==> src/rtl/fetch_pkg.sv <==
// fetch_pkg: shared icode, register and length constants for the Y86-64 fetch stage.
// Ports: none (package).
package fetch_pkg;
    localparam logic [3:0] IHALT   = 4'h0;
    localparam logic [3:0] INOP    = 4'h1;
    localparam logic [3:0] IRRMOVQ = 4'h2;
    localparam logic [3:0] IIRMOVQ = 4'h3;
    localparam logic [3:0] IRMMOVQ = 4'h4;
    localparam logic [3:0] IMRMOVQ = 4'h5;
    localparam logic [3:0] IOPQ    = 4'h6;
    localparam logic [3:0] IJXX    = 4'h7;
    localparam logic [3:0] ICALL   = 4'h8;
    localparam logic [3:0] IRET    = 4'h9;
    localparam logic [3:0] IPUSHQ  = 4'hA;
    localparam logic [3:0] IPOPQ   = 4'hB;
    localparam logic [3:0] RNONE   = 4'hF;
    localparam logic [3:0] LEN_1   = 4'd1;
    localparam logic [3:0] LEN_2   = 4'd2;
    localparam logic [3:0] LEN_9   = 4'd9;
    localparam logic [3:0] LEN_10  = 4'd10;
    localparam logic [63:0] MEM_SIZE = 64'd1024;
endpackage

==> src/rtl/fetch_decoder.sv <==
// fetch_decoder: combinational split of the instruction bytes into fields, length and validity.
// Ports: current_instruction (10 bytes, byte 0 at bits [0:7]) in; icode, ifun, rA, rB, valC, len, valid out.
module fetch_decoder
    import fetch_pkg::*;
(
    input  logic [0:79] current_instruction,
    output logic [3:0]  icode,
    output logic [3:0]  ifun,
    output logic [3:0]  rA,
    output logic [3:0]  rB,
    output logic [63:0] valC,
    output logic [3:0]  len,
    output logic        valid
);
    logic [63:0] c_from2;
    logic [63:0] c_from1;
    logic        has_reg;
    always_comb begin
        icode = current_instruction[0:3];
        ifun  = current_instruction[4:7];
        // little-endian constant words starting at byte 2 or byte 1
        c_from2 = '0;
        c_from1 = '0;
        for (int k = 0; k < 8; k++) begin
            c_from2[8*k +: 8] = current_instruction[16 + 8*k +: 8];
            c_from1[8*k +: 8] = current_instruction[8 + 8*k +: 8];
        end
        valid = ((icode inside {IHALT, INOP, IIRMOVQ, IRMMOVQ, IMRMOVQ, ICALL, IRET, IPUSHQ, IPOPQ}) && ifun == 4'd0)
             || ((icode inside {IRRMOVQ, IJXX}) && ifun <= 4'd6)
             || (icode == IOPQ && ifun <= 4'd3);
        has_reg = valid && (icode inside {IRRMOVQ, IIRMOVQ, IRMMOVQ, IMRMOVQ, IOPQ, IPUSHQ, IPOPQ});
        rA = has_reg ? current_instruction[8:11] : RNONE;
        rB = has_reg ? current_instruction[12:15] : RNONE;
        valC = !valid ? 64'd0
             : (icode inside {IIRMOVQ, IRMMOVQ, IMRMOVQ}) ? c_from2
             : (icode inside {IJXX, ICALL}) ? c_from1 : 64'd0;
        len = !valid ? LEN_1
            : (icode inside {IRRMOVQ, IOPQ, IPUSHQ, IPOPQ}) ? LEN_2
            : (icode inside {IJXX, ICALL}) ? LEN_9
            : (icode inside {IIRMOVQ, IRMMOVQ, IMRMOVQ}) ? LEN_10 : LEN_1;
    end
endmodule

==> src/rtl/fetch.sv <==
// fetch: Y86-64 fetch stage with sticky halt register that freezes the next-PC once halt is reached.
// Ports: clk, reset (sync, active-high), PC, current_instruction in; icode, ifun, rA, rB, valC, valP,
//        halt_prog, is_instruction_valid, pcvalid out.
module fetch
    import fetch_pkg::*;
(
    input  logic        clk,
    input  logic        reset,
    input  logic [63:0] PC,
    input  logic [0:79] current_instruction,
    output logic [3:0]  icode,
    output logic [3:0]  ifun,
    output logic [3:0]  rA,
    output logic [3:0]  rB,
    output logic [63:0] valC,
    output logic [63:0] valP,
    output logic        halt_prog,
    output logic        is_instruction_valid,
    output logic        pcvalid
);
    logic [3:0] len;
    logic       halt_now;
    logic       halted_d;
    logic       halted_q;

    fetch_decoder u_dec (
        .current_instruction(current_instruction),
        .icode(icode),
        .ifun(ifun),
        .rA(rA),
        .rB(rB),
        .valC(valC),
        .len(len),
        .valid(is_instruction_valid)
    );

    always_comb begin
        pcvalid   = PC < MEM_SIZE;
        halt_now  = icode == IHALT && ifun == 4'd0;
        // only a halt fetched from a legal address latches
        halted_d  = halted_q | (halt_now & pcvalid);
        halt_prog = halted_q | halt_now;
        valP      = halted_q ? PC : PC + {60'd0, len};
    end

    always_ff @(posedge clk) begin
        if (reset) halted_q <= 1'b0;
        else       halted_q <= halted_d;
    end
endmodule

==> config.mk <==
export PLATFORM = sky130hd
export DESIGN_NAME = fetch
export DESIGN_NICKNAME = d
export VERILOG_FILES = /design/src/rtl/fetch_pkg.sv /design/src/rtl/fetch_decoder.sv /design/src/rtl/fetch.sv
export SDC_FILE = /design/constraint.sdc
export NUM_CORES = 1
export LEC_CHECK = 0
export CORE_AREA = 2 2 115 117
export CTS_CLUSTER_SIZE = 14
export DETAILED_ROUTE_END_ITERATION = 8
export DIE_AREA = 0 0 117 119
export HOLD_SLACK_MARGIN = 0.1
export SYNTH_ARGS = -nofsm -noshare
export SYNTH_HDL_FRONTEND = slang
export SYNTH_SLANG_ARGS = --single-unit
==> constraint.sdc <==
create_clock -name clk -period 9.4 [get_ports clk]
set_input_delay 0.94 -clock clk [delete_from_list [all_inputs] [get_ports clk]]
set_output_delay 0.94 -clock clk [all_outputs]
set_load 0.01 [all_outputs]
==> summary.md <==
| Metric | Value |
|---|---|
| Vias per cell | `5.06` |
| Antenna Nets Post-Route | `0` |
| Synth Register Bits | `1` |
| IO Count | `293` |
| DR DRC count | `0` |
| # setup viols final | `0` |
| Skew-Pair Late Insertion Delay | `0 ns` |
| Worst reg2reg setup slack | `8.40 ns` |
| Area Overhead vs Synth | `108%` |
| Nature of the critical path endpoint | `output pin` |
| # hold bufs at CTS | `0` |
| Leak | `2.07 nW` |
| Critical Path Source | `current_instruction[0]` |
| Layout cell share with drive strength beyond 1 | `0.0324` |
| Ys async rst share | `0` |
| Drt first-iter violations | `210` |
| FF-to-FF path depth | `2` |
| DR pass1 iterations | `5` |
| CP required | `8.46 ns` |
| CP startpoint kind | `input port` |
| Worst Tran Pin Value | `0.765 ns` |
| FILL cells | `1331` |
| Post-CTS setup buffer count | `0` |
| Pwr dens | `36.8 nW/um^2` |
| WL final | `16500 um` |
| Gr ovfl total | `0` |
| Antenna violations before repair | `0` |
| Worst reg2reg path endpoint | `halted_q` |
| DIE HEIGHT | `119 um` |
| Final Non-Filler Cells | `916` |
| Total number of vias | `4631` |
| Leading registers by flop count | `halted_q (1)` |
| Initial core utilization | `0.217` |
| Final Skew | `0 ns` |
| Hold Path Stages | `1` |
| Mean Syn Cell Area | `5.85 um^2` |
| Cell variety after synth | `42` |
| Post-DP HPWL | `14100 um` |
| Min-delay worst type | `reg -> reg` |
| Port bufs | `292` |
| Net count reported at finish | `892` |
| Post-Route Setup TNS | `0 ns` |
| Kind of critical path | `in -> out` |
| GR Util All Layers | `0.218` |
| Biggest register | `halted_q` |
| Fmax | `159 MHz` |
| Number of global-route vias before repair | `4590` |
| Antenna Cells | `0` |
| Primary FF master, synth | `dfxtp_1` |
| Placed cells | `916` |
| Sequential area share after synthesis | `0.00717` |
| Post-synth EDFFs | `0` |
| Max-slew headroom | `0.488` |
| Maxcap violations | `0` |
| Die area | `13900 um^2` |
| Worst EP arrival | `5.35 ns` |
| Final WS setup | `3.11 ns` |
| Core area | `12900 um^2` |
| DR WL/cell | `18.1 um` |
| Worst slack, placed | `3.02 ns` |
| Hold wc startpoint | `halted_q` |
| Post-Syn Area | `2790 um^2` |
| Worst-path fanout max | `11` |
| VDD IR max | `0.0170 mV` |
| CTS resizes | `0` |
| Row Count | `42` |
| Die Width | `117 um` |
| Slew Limit Fails | `0` |
| Reg-to-reg startpoint | `halted_q` |
| YS warnings | `0` |
| Syn Inst Count | `477` |
| Largest net degree at the start of global routing | `65` |
| First-pass GRT wire length | `24200 um` |
| Max FFs per register | `1` |
| Clock Pin Slew Worst Setup and Hold Paths | `0 ns` |
| Min Tclk post-route | `6.29 ns` |
| Fin. Hold Viols | `0` |
| Period Utilization, post-route | `0.669` |
| Crit path to | `valP[50]` |
| Placer Congestion | `0.925` |
| Outcome | `finished, final reports clean` |
| Unrepaired setup endpoints after global routing | `false` |
| Syn nets | `627` |
critical path: stages:
cell	delay [ns]
clkdlybuf4s50_1	0.61
nor2b_1	0.24
a21oi_1	0.09
o21ai_1	0.19
nor3b_2	0.67
fa_1	0.36
a31oi_1	0.13
nor2_1	0.41
nand4_1	0.56
nor4_1	0.44
xor2_1	0.17
clkdlybuf4s50_1	0.54
kinds of logic (layout without fill, tap and decap cells):
family                     after synthesis  after routing  share of synthesized area
AOI/OAI and AO/OA                       79             79                      0.179
xor gates and xnor gates                62             62                      0.195
adders and majority gates                4              4                     0.0206
buffers and inverters                   46            309                     0.0757
DFF                                      1              1                    0.00717
muxes                                    3              3                     0.0117
and+or+nand+nor                        282            282                      0.511
per-layer routing:
metal  vias to the layer above  track usage  share of wire
li1                       2206            -              -
met1                      2127        0.234           0.36
met2                       268        0.415           0.51
met3                        30       0.0458          0.095
met4                         0       0.0654          0.033
met5                         -            0              0
metrics by stage:
stage / utilization / hold slack [ns] / area, um^2 / total power [mW]
2_1_floorplan: - / 0.762 / 2790 / 0.0744
3_5_place_dp: 0.452 / 0.787 / 5810 / 0.214
4_1_cts: 0.452 / 0.789 / 5810 / 0.215
3_3_place_gp: 0.452 / 0.781 / 5810 / 0.213
5_1_grt: 0.452 / 0.811 / 5810 / 0.228
6_report: 0.452 / 0.780 / 5810 / 0.214
cell type report:
type / count / area (um^2) / share of cell area
well taps: 176 / 220 / 0.0379
repair buffers: 297 / 2960 / 0.509
inverters: 12 / 45.0 / 0.00775
multi-input cells: 430 / 2570 / 0.442
flip-flops and latches: 1 / 20.0 / 0.00344
synthesized netlist by cell type, drive strengths merged (3+ instances only):
library cell | number | share of area
o21ai | 3 | 0.0054
nand2 | 94 | 0.13
xor2 | 39 | 0.12
nor4 | 25 | 0.073
a21oi | 36 | 0.065
nor2b | 8 | 0.018
xnor2 | 23 | 0.072
nand4 | 19 | 0.055
nand3 | 24 | 0.043
and3 | 8 | 0.018
nor3 | 18 | 0.034
ha | 3 | 0.013
inv | 12 | 0.016
nand2b | 13 | 0.029
and4 | 3 | 0.0094
buf | 12 | 0.030
a22oi | 33 | 0.089
clkbuf | 22 | 0.030
nor2 | 64 | 0.086
report_power, final:
| group | total (mW) | switching (mW) | internal, mW |
|---|---|---|---|
| Sequential | 0.00433 | 0 | 0.00433 |
| Clock | 0 | 0 | 0 |
| Combinational | 0.210 | 0.0937 | 0.116 |
cell usage in the layout, fill, tap and decap left out, drive strengths merged, types with 12 or more instances in the layout:
cell type      instances
nand2b                13
nor3                  18
nand4                 19
clkdlybuf4s50        292
nor4                  25
nor2                  64
nand3                 24
a22oi                 33
nand2                 94
a21oi                 36
xnor2                 23
inv                   12
xor2                  39
how the worst min path moves through the flow:
stage | endpoint | slack (ns)
floorplan | halted_q | 0.76
finish | halted_q | 0.78
global route | halted_q | 0.81
global placement | halted_q | 0.78
detailed placement | halted_q | 0.79
CTS | halted_q | 0.79
(Power assumes the default switching activity.)
